`src/rtl/score_tracker.sv`:
```
// score_tracker -- game-score producer for the dino runner.
//
// Counts one point every prescaler period while a run is active, freezes on
// collision, and derives every score-related game event in one place: BCD
// digits for the seven-segment display, the 100-point milestone pulse, the
// day/night `dark` level and the best score since reset.
//
// Optional feature macro: SCORE_SPEEDUP_EN
//   defined   : prescaler period = TICK_DIV - thousands_digit * (TICK_DIV >> 4)
//   undefined : prescaler period fixed at TICK_DIV
//
// Parameters:
//   TICK_DIV   clk cycles per point (>= 16)
//   SCORE_MAX  saturation value of the score
//
// Ports:
//   clk         in   system clock
//   rst         in   synchronous active-high reset
//   start       in   begins a run from IDLE, restarts from OVER
//   hit         in   collision; ends the run
//   game_score  out  14-bit binary score (registered)
//   score_bcd   out  four BCD digits, [15:12] thousands .. [3:0] ones
//   high_score  out  best score since reset
//   milestone   out  one-cycle pulse when the score reaches a multiple of 100
//   dark        out  night-phase level
//   run_state   out  0 = IDLE, 1 = RUN, 2 = OVER
module score_tracker #(
  parameter int TICK_DIV  = 10_000_000,
  parameter int SCORE_MAX = 9999
) (
  input  logic        clk,
  input  logic        rst,
  input  logic        start,
  input  logic        hit,
  output logic [13:0] game_score,
  output logic [15:0] score_bcd,
  output logic [13:0] high_score,
  output logic        milestone,
  output logic        dark,
  output logic [1:0]  run_state
);

  localparam int PW = $clog2(TICK_DIV);

  typedef enum logic [1:0] {
    IDLE = 2'd0,
    RUN  = 2'd1,
    OVER = 2'd2
  } state_t;

  state_t         state;
  state_t         state_nxt;

  logic [PW-1:0]  presc;
  logic [13:0]    dark_base;
  logic [9:0]     mod700;      // score modulo 700, kept in lockstep with the score

  logic           clear;
  logic           count_en;
  logic           to_over;
  logic           wrap;
  logic           inc;
  logic [13:0]    score_nxt;
  logic [15:0]    bcd_nxt;
  logic [13:0]    dark_diff;

  // Ripple-carry increment of four packed BCD digits.
  function automatic logic [15:0] bcd_inc(input logic [15:0] b);
    logic [15:0] r;
    logic        c;
    r = b;
    c = 1'b1;
    for (int d = 0; d < 4; d++) begin
      if (c) begin
        if (r[4*d +: 4] == 4'd9) begin
          r[4*d +: 4] = 4'd0;
        end else begin
          r[4*d +: 4] = r[4*d +: 4] + 4'd1;
          c = 1'b0;
        end
      end
    end
    return r;
  endfunction

  function automatic logic at_max(input logic [13:0] s);
    return (s >= 14'(SCORE_MAX));
  endfunction

  function automatic logic [13:0] max14(input logic [13:0] a, input logic [13:0] b);
    return (a > b) ? a : b;
  endfunction

  // ---- FSM: state register ----
  always_ff @(posedge clk) begin
    if (rst) begin
      state <= IDLE;
    end else begin
      state <= state_nxt;
    end
  end

  // ---- FSM: next state ----
  always_comb begin
    state_nxt = state;
    unique case (state)
      IDLE:    if (start) state_nxt = RUN;
      RUN:     if (hit)   state_nxt = OVER;
      OVER:    if (start) state_nxt = RUN;
      default: state_nxt = IDLE;
    endcase
  end

  // ---- FSM: outputs / control strobes ----
  always_comb begin
    run_state = state;
    // IDLE holds everything at zero; a restart from OVER clears the run.
    clear     = (state == IDLE) || ((state == OVER) && start);
    // A hit in RUN pre-empts any prescaler wrap in the same cycle.
    count_en  = (state == RUN) && !hit;
    to_over   = (state == RUN) && hit;
  end

  // ---- prescaler wrap ----
`ifdef SCORE_SPEEDUP_EN
  logic [31:0] period;
  always_comb begin
    period = 32'(TICK_DIV) - 32'(score_bcd[15:12]) * 32'(TICK_DIV >> 4);
    wrap   = (32'(presc) == (period - 32'd1));
  end
`else
  always_comb begin
    wrap = (presc == PW'(TICK_DIV - 1));
  end
`endif

  always_comb begin
    inc       = count_en && wrap && !at_max(game_score);
    score_nxt = game_score + 14'd1;
    bcd_nxt   = bcd_inc(score_bcd);
    dark_diff = score_nxt - dark_base;
  end

  // ---- score registers: binary, BCD and all derived events share one edge ----
  always_ff @(posedge clk) begin
    if (rst) begin
      presc      <= '0;
      game_score <= '0;
      score_bcd  <= '0;
      milestone  <= 1'b0;
      dark       <= 1'b0;
      dark_base  <= '0;
      mod700     <= '0;
      high_score <= '0;
    end else begin
      milestone <= 1'b0;
      if (clear) begin
        presc      <= '0;
        game_score <= '0;
        score_bcd  <= '0;
        dark       <= 1'b0;
        dark_base  <= '0;
        mod700     <= '0;
      end else if (count_en) begin
        // The prescaler keeps running at saturation; only the events stop.
        presc <= wrap ? '0 : presc + PW'(1);
        if (inc) begin
          game_score <= score_nxt;
          score_bcd  <= bcd_nxt;
          milestone  <= (bcd_nxt[7:0] == 8'h00);
          if (mod700 == 10'd699) begin
            mod700    <= '0;
            dark      <= 1'b1;
            dark_base <= score_nxt;
          end else begin
            mod700 <= mod700 + 10'd1;
            if (dark && (dark_diff == 14'd150)) begin
              dark <= 1'b0;
            end
          end
        end
      end
      if (to_over) begin
        high_score <= max14(high_score, game_score);
      end
    end
  end

endmodule

```
`config.mk`:
```
export PLATFORM = sky130hd
export DESIGN_NAME = score_tracker
export DESIGN_NICKNAME = d
export VERILOG_FILES = /design/src/rtl/score_tracker.sv
export SDC_FILE = /design/constraint.sdc
export NUM_CORES = 1
export LEC_CHECK = 0
export ABC_AREA = 1
export CORE_MARGIN = 2
export CORE_UTILIZATION = 30
export DETAILED_ROUTE_END_ITERATION = 16
export SLEW_MARGIN = 25
export SYNTH_ARGS = -nofsm -noshare
export SYNTH_HDL_FRONTEND = slang
export SYNTH_SLANG_ARGS = --single-unit
```
`constraint.sdc`:
```
create_clock -name clk -period 3.5 [get_ports clk]
set_clock_uncertainty 0.15 [all_clocks]
set_input_delay 0.7 -clock clk [delete_from_list [all_inputs] [get_ports clk]]
set_output_delay 0.7 -clock clk [all_outputs]
set_load 0.1 [all_outputs]
```
# After elaboration in Yosys (flattened, before gate mapping)
# Index checks and enable logic that the tools add are counted.
# word_totals
reg_bits	96
word_cells	74
inputBits	4
output_inout_bits	48
# classes
reduce_logical	22
bitwise	3
mux	17
n_eq_ne	11
n_lt_le_gt_ge	2
n_addsub	8
# op_table
op	count
adder 24 x 1 -> 24 bit, second input constant	1
equality test 24 bit, second input constant	1
2-to-1 mux 24 bit	1
2-to-1 mux 4 bit	5
adder 4 x 1 -> 4 bit, second input constant	4
equality test 4 bit, second input constant	4
adder 14 x 1 -> 14 bit, second input constant	1
equality test 14 x 8 -> 1 bit, second input constant	1
>= comparator 14 bit, second input constant	1
> comparator 14 bit	1
subtractor 14 bit	1
AND reduction 3 bit	4
adder 10 x 1 -> 10 bit, second input constant	1
equality test 10 bit, second input constant	1
2-to-1 mux 10 bit	1
logical NOT 8 bit	1
2-to-1 mux 1 bit	7
logical AND 1 bit	6
AND reduction 2 bit	3
2-to-1 mux 2 bit	2
one-hot mux 2 bit (2 select lines)	1
OR reduction 2 bit	2
OR reduction 4 bit	1
inverter 1 bit	3
8 further kinds	9

# Depth between registers and ports, before layout
# depth
ltp_word	6
ltp_mapped	22
depth_no_buf	22

# Worst setup path before layout
# No wires, ideal clock.
# synth_path
path_kind	register -> register
start	register game_score[0]
end	register dark
path_stages_with_launch	23
required_time_ps	3230
arrival_ps	3351
slack_ps	-121
n_path_buf	0
synth_period_minus_slack_ps	3621
setup_ps	120
cell_sequence	dfxtp_1 -> ha_1 -> nand2_1 -> nor2_1 -> inv_1 -> nor2_1 -> nand2_1 -> nor2_1 -> xor2_1 -> ha_1 -> nand2_1 -> nor2_1 -> nand2_1 -> inv_1 -> nand2_1 -> nand2_1 -> inv_1 -> nand2_1 -> nand2_1 -> nor2_1 -> nand3_1 -> nand2_1 -> a21oi_1
# synth_via
elab_chain_len	6
word_cells_on_any_way	9
classes_between	2 x add/sub; 1 x order compare; 1 x eq/ne; 5 x reduce/logical
# synth_lines
element	line	source
from (decl)	35	output logic [13:0] game_score,
from (signal assigned)	168	game_score <= score_nxt;
adder 14 x 1 -> 14 bit	139	score_nxt = game_score + 14'd1;
via score_nxt[10]	63	logic [13:0] score_nxt;
subtractor 14 bit	141	dark_diff = score_nxt - dark_base;
equality test 14 x 8 -> 1 bit	177	if (dark && (dark_diff == 14'd150)) begin
logical AND 1 bit	177	
nonzero test 2 bit (no source line)	-	
AND reduction 3 bit (no source line)	-	
to (signal assigned)	161	dark <= 1'b0;
to (signal assigned)	173	dark <= 1'b1;
to (signal assigned)	178	dark <= 1'b0;
to (decl)	39	output logic dark,
# The timed path passes the listed nets, and every way through them passes these cells.
# A chain may end at the register's enable or synchronous reset.

# Worst setup path in the final report
# Ends and elaborated chain as after synthesis.

==> reports/qor.yml <==
drt:
  vias_per_cell: 4.83
  drt-pass1-iter-count: 5
  drc: 0
  wirelength_um: 14900
  wl_per_cell_um: 13.1
  ant_nets: 0
  num_vias: 5490
  dr.first_iter.drc_count: 395
global_routing:
  grt_usage_pct: 15.4
  grt_pass1_vias: 5048
  grtUsageMet1_pct: 22.0
  use_met3_pct: 3.35
  grt_max_degree: 27
  use_met2_pct: 23.1
  overflow: 0
  grt-busiest-layer: "met2"
  grt_pass1_wl_um: 25200
  antenna_found_initial: 0
pwr:
  powerDensity_nw_per_um2: 382
  leakage_nw: 2.75
  vdd_drop_max_uv: 232
placement:
  dpl_cell_area_um2: 6440
  dp_hpwl_um: 11700
  place.gp.congestion: 0.857
  io_buffers: 51
synth:
  syn-instance-count: 840
  synth_top_flop_cell: "dfxtp_1"
  yosysWarningCount: 0
  yosysTopAreaCell: "dfxtp_1"
  async_reset_ff_share_pct: 0
  syn_area_per_cell_um2: 6.86
  syn-num-nets: 874
  yosysMostFrequentCell: "nand2_1"
  synth_cell_type_count: 41
  synth_area_um2: 5760
  synth_edf_count: 0
  synth_top_area_share_pct: 33.3
  synth-seq-cells: 96
  synth_area_leaders: "dfxtp_1, nand2_1, inv_1"
  netlist_top_cells_count: "nand2_1, inv_1, dfxtp_1"
  yosysSeqAreaShare_pct: 33.3
outcome:
  status: "finished clean"
cells_and_area:
  postLayoutCellArea_um2: 6720
  multiInputGateArea_um2: 3220
  area_growth_pct: 16.5
  nets: 932
  fin_util_pct: 35.8
  antenna_cells: 0
  drive_above_1_share_pct: 13.1
  fill_cells: 1993
  seqCellArea_um2: 1920
sta:
  tightest_slew_ns: 0.630
  slew_headroom_pct: 58.0
  timing.fmax_ghz: 0.321
  min_period_ns: 3.11
  grt_setup_unrepaired: "no"
  slew_viol_final: 0
  final_hold_viol_count: 0
  setup_violations: 0
  period_share_pct: 88.9
  finalSetupTns_ns: 0
clock_network:
  cts-resized-gates: 0
  clock_latency_ns: 0.35
  postCtsSetupRepairBufs: 0
  htree_levels: 3
  cts_buffers: 9
  cts.sinks: 96
  cts_hold_buf: 0
  cts_tree: "yes"
  clockBufferDepth: 2
  cts_root_buf: "clkbuf_16"
  clk_pin_slew_ns: 0.07
setup_path:
  crit_chain: "ha_1, nand2_1, nor2_1, inv_1, nor2_1, nand2_1, nor2_1, xor2_1, ha_1, nand2_1, nand2_1, nand2_1, nand2_1, a21oi_1, nand2_1, nand3_1, nand2_1, nor2_1, nand3_1, nand2_1, a21oi_1"
  cp_common_cell: "nand2_1"
  worstPathMaxFanout: 8
  startpoint_type: "flip-flop"
  endpoint_kind: "flip-flop"
  arrival_ns: 3.21
  max_stage_delay_ns: 0.42
  cp.required_ns: 3.60
  r2r-start: "game_score[0]"
  worstSetupStartpoint: "game_score[0]"
  cp_slowest_cell: "dfxtp_2"
  r2r_setup_slack_ns: 0.39
  crit_type: "flip-flop to flip-flop"
floorplanning:
  ioPinCount: 52
  die_area_um2: 20300
  core-area_um2: 18800
  start_util_pct: 30.7
  die_h_um: 143
  fp-row-count: 50
  die_x_um: 143
hold_path:
  min_path_type: "flip-flop to flip-flop"
  hp-start: "dark_base[4]"
job:
  maxCapViolations: 0
## worst paths after layout
kind,to,depth (start not counted)
worst max-delay path,dark,21
worst min-delay path,dark_base[4],2
worst max register to register,dark,21
worst min register to register,dark_base[4],2
## sequential cells by signal, indices dropped and copies added, names as in the netlist
| signal | count |
|---|---|
| dark | 1 |
| dark_base | 14 |
| score_bcd | 16 |
| run_state | 2 |
| milestone | 1 |
| mod700 | 10 |
| game_score | 14 |
| presc | 24 |
| high_score | 14 |
## cell type report
class                           count  area share (%)
Multi-Input combinational cell    587            47.9
Clock buffer                       11            3.61
Clock inverter                      5           0.466
Inverter                          142            7.93
Tap cell                          234            4.36
Sequential cell                    96            28.6
Timing Repair Buffer               62            7.04
## critical path, delay by kind of cell, from the launching register on
kind | cells | cell delay (ns)
and+or+nand+nor | 15 | 1.40
xor gates and xnor gates | 1 | 0.25
DFF | 1 | 0.42
AOI/OAI and AO/OA | 2 | 0.17
buffers and inverters | 1 | 0.07
adders and majority gates | 2 | 0.56
## report_power, final
group	leakage [nW]	internal, mW	switching [mW]
registers	0.775	1.12	0.0250
clock network	0.136	0.501	0.439
logic	1.84	0.121	0.356
## cell usage in the layout (no fill, tap or decap), types with 2 or more instances in the layout
| cell | n |
|---|---|
| a211oi_1 | 8 |
| a21oi_1 | 86 |
| a221oi_1 | 4 |
| a31oi_1 | 4 |
| buf_4 | 59 |
| clkbuf_16 | 9 |
| clkdlybuf4s50_1 | 3 |
| clkinv_2 | 3 |
| dfxtp_1 | 94 |
| dfxtp_2 | 2 |
| ha_1 | 30 |
| inv_1 | 136 |
| inv_2 | 6 |
| nand2_1 | 168 |
| nand2_2 | 5 |
| nand3_1 | 36 |
| nand3b_1 | 6 |
| nand4_1 | 21 |
| nand4_2 | 2 |
| nor2_1 | 67 |
| nor2_2 | 6 |
| nor2_4 | 4 |
| nor3_1 | 17 |
| nor3_2 | 10 |
| nor3_4 | 2 |
| nor3b_1 | 3 |
| nor3b_2 | 2 |
| nor4_1 | 11 |
| o211a_1 | 2 |
| o21ai_0 | 64 |
| o21ai_1 | 3 |
| xor2_1 | 15 |
## through the flow
stage	power (mW)	worst slack, ns	cells	hold slack, ns
after floorplan	1.55	0.0126	840	0.285
after global placement	1.65	0.545	1121	0.294
after detailed placement	1.65	0.417	1121	0.301
after CTS	2.59	0.401	1137	0.310
after global routing	2.68	0.00568	1137	0.332
final	2.56	0.389	1137	0.311
## kinds of logic after synthesis
kind of cell | Yosys count | share of synthesized area, %
adder cells (fa/ha/maj) | 30 | 6.51
AND/OR/NAND/NOR | 364 | 30.4
buffers and inverters | 157 | 10.9
AO/OA/AOI/OAI | 178 | 16.6
flip-flops | 96 | 33.3
XOR/XNOR | 15 | 2.28
## layer usage
layer	up-vias	wire length, um
li1	2898	-
met1	2453	7740
met2	120	6310
met3	19	639
met4	0	256
met5	-	0
(Power assumes the default switching activity.)
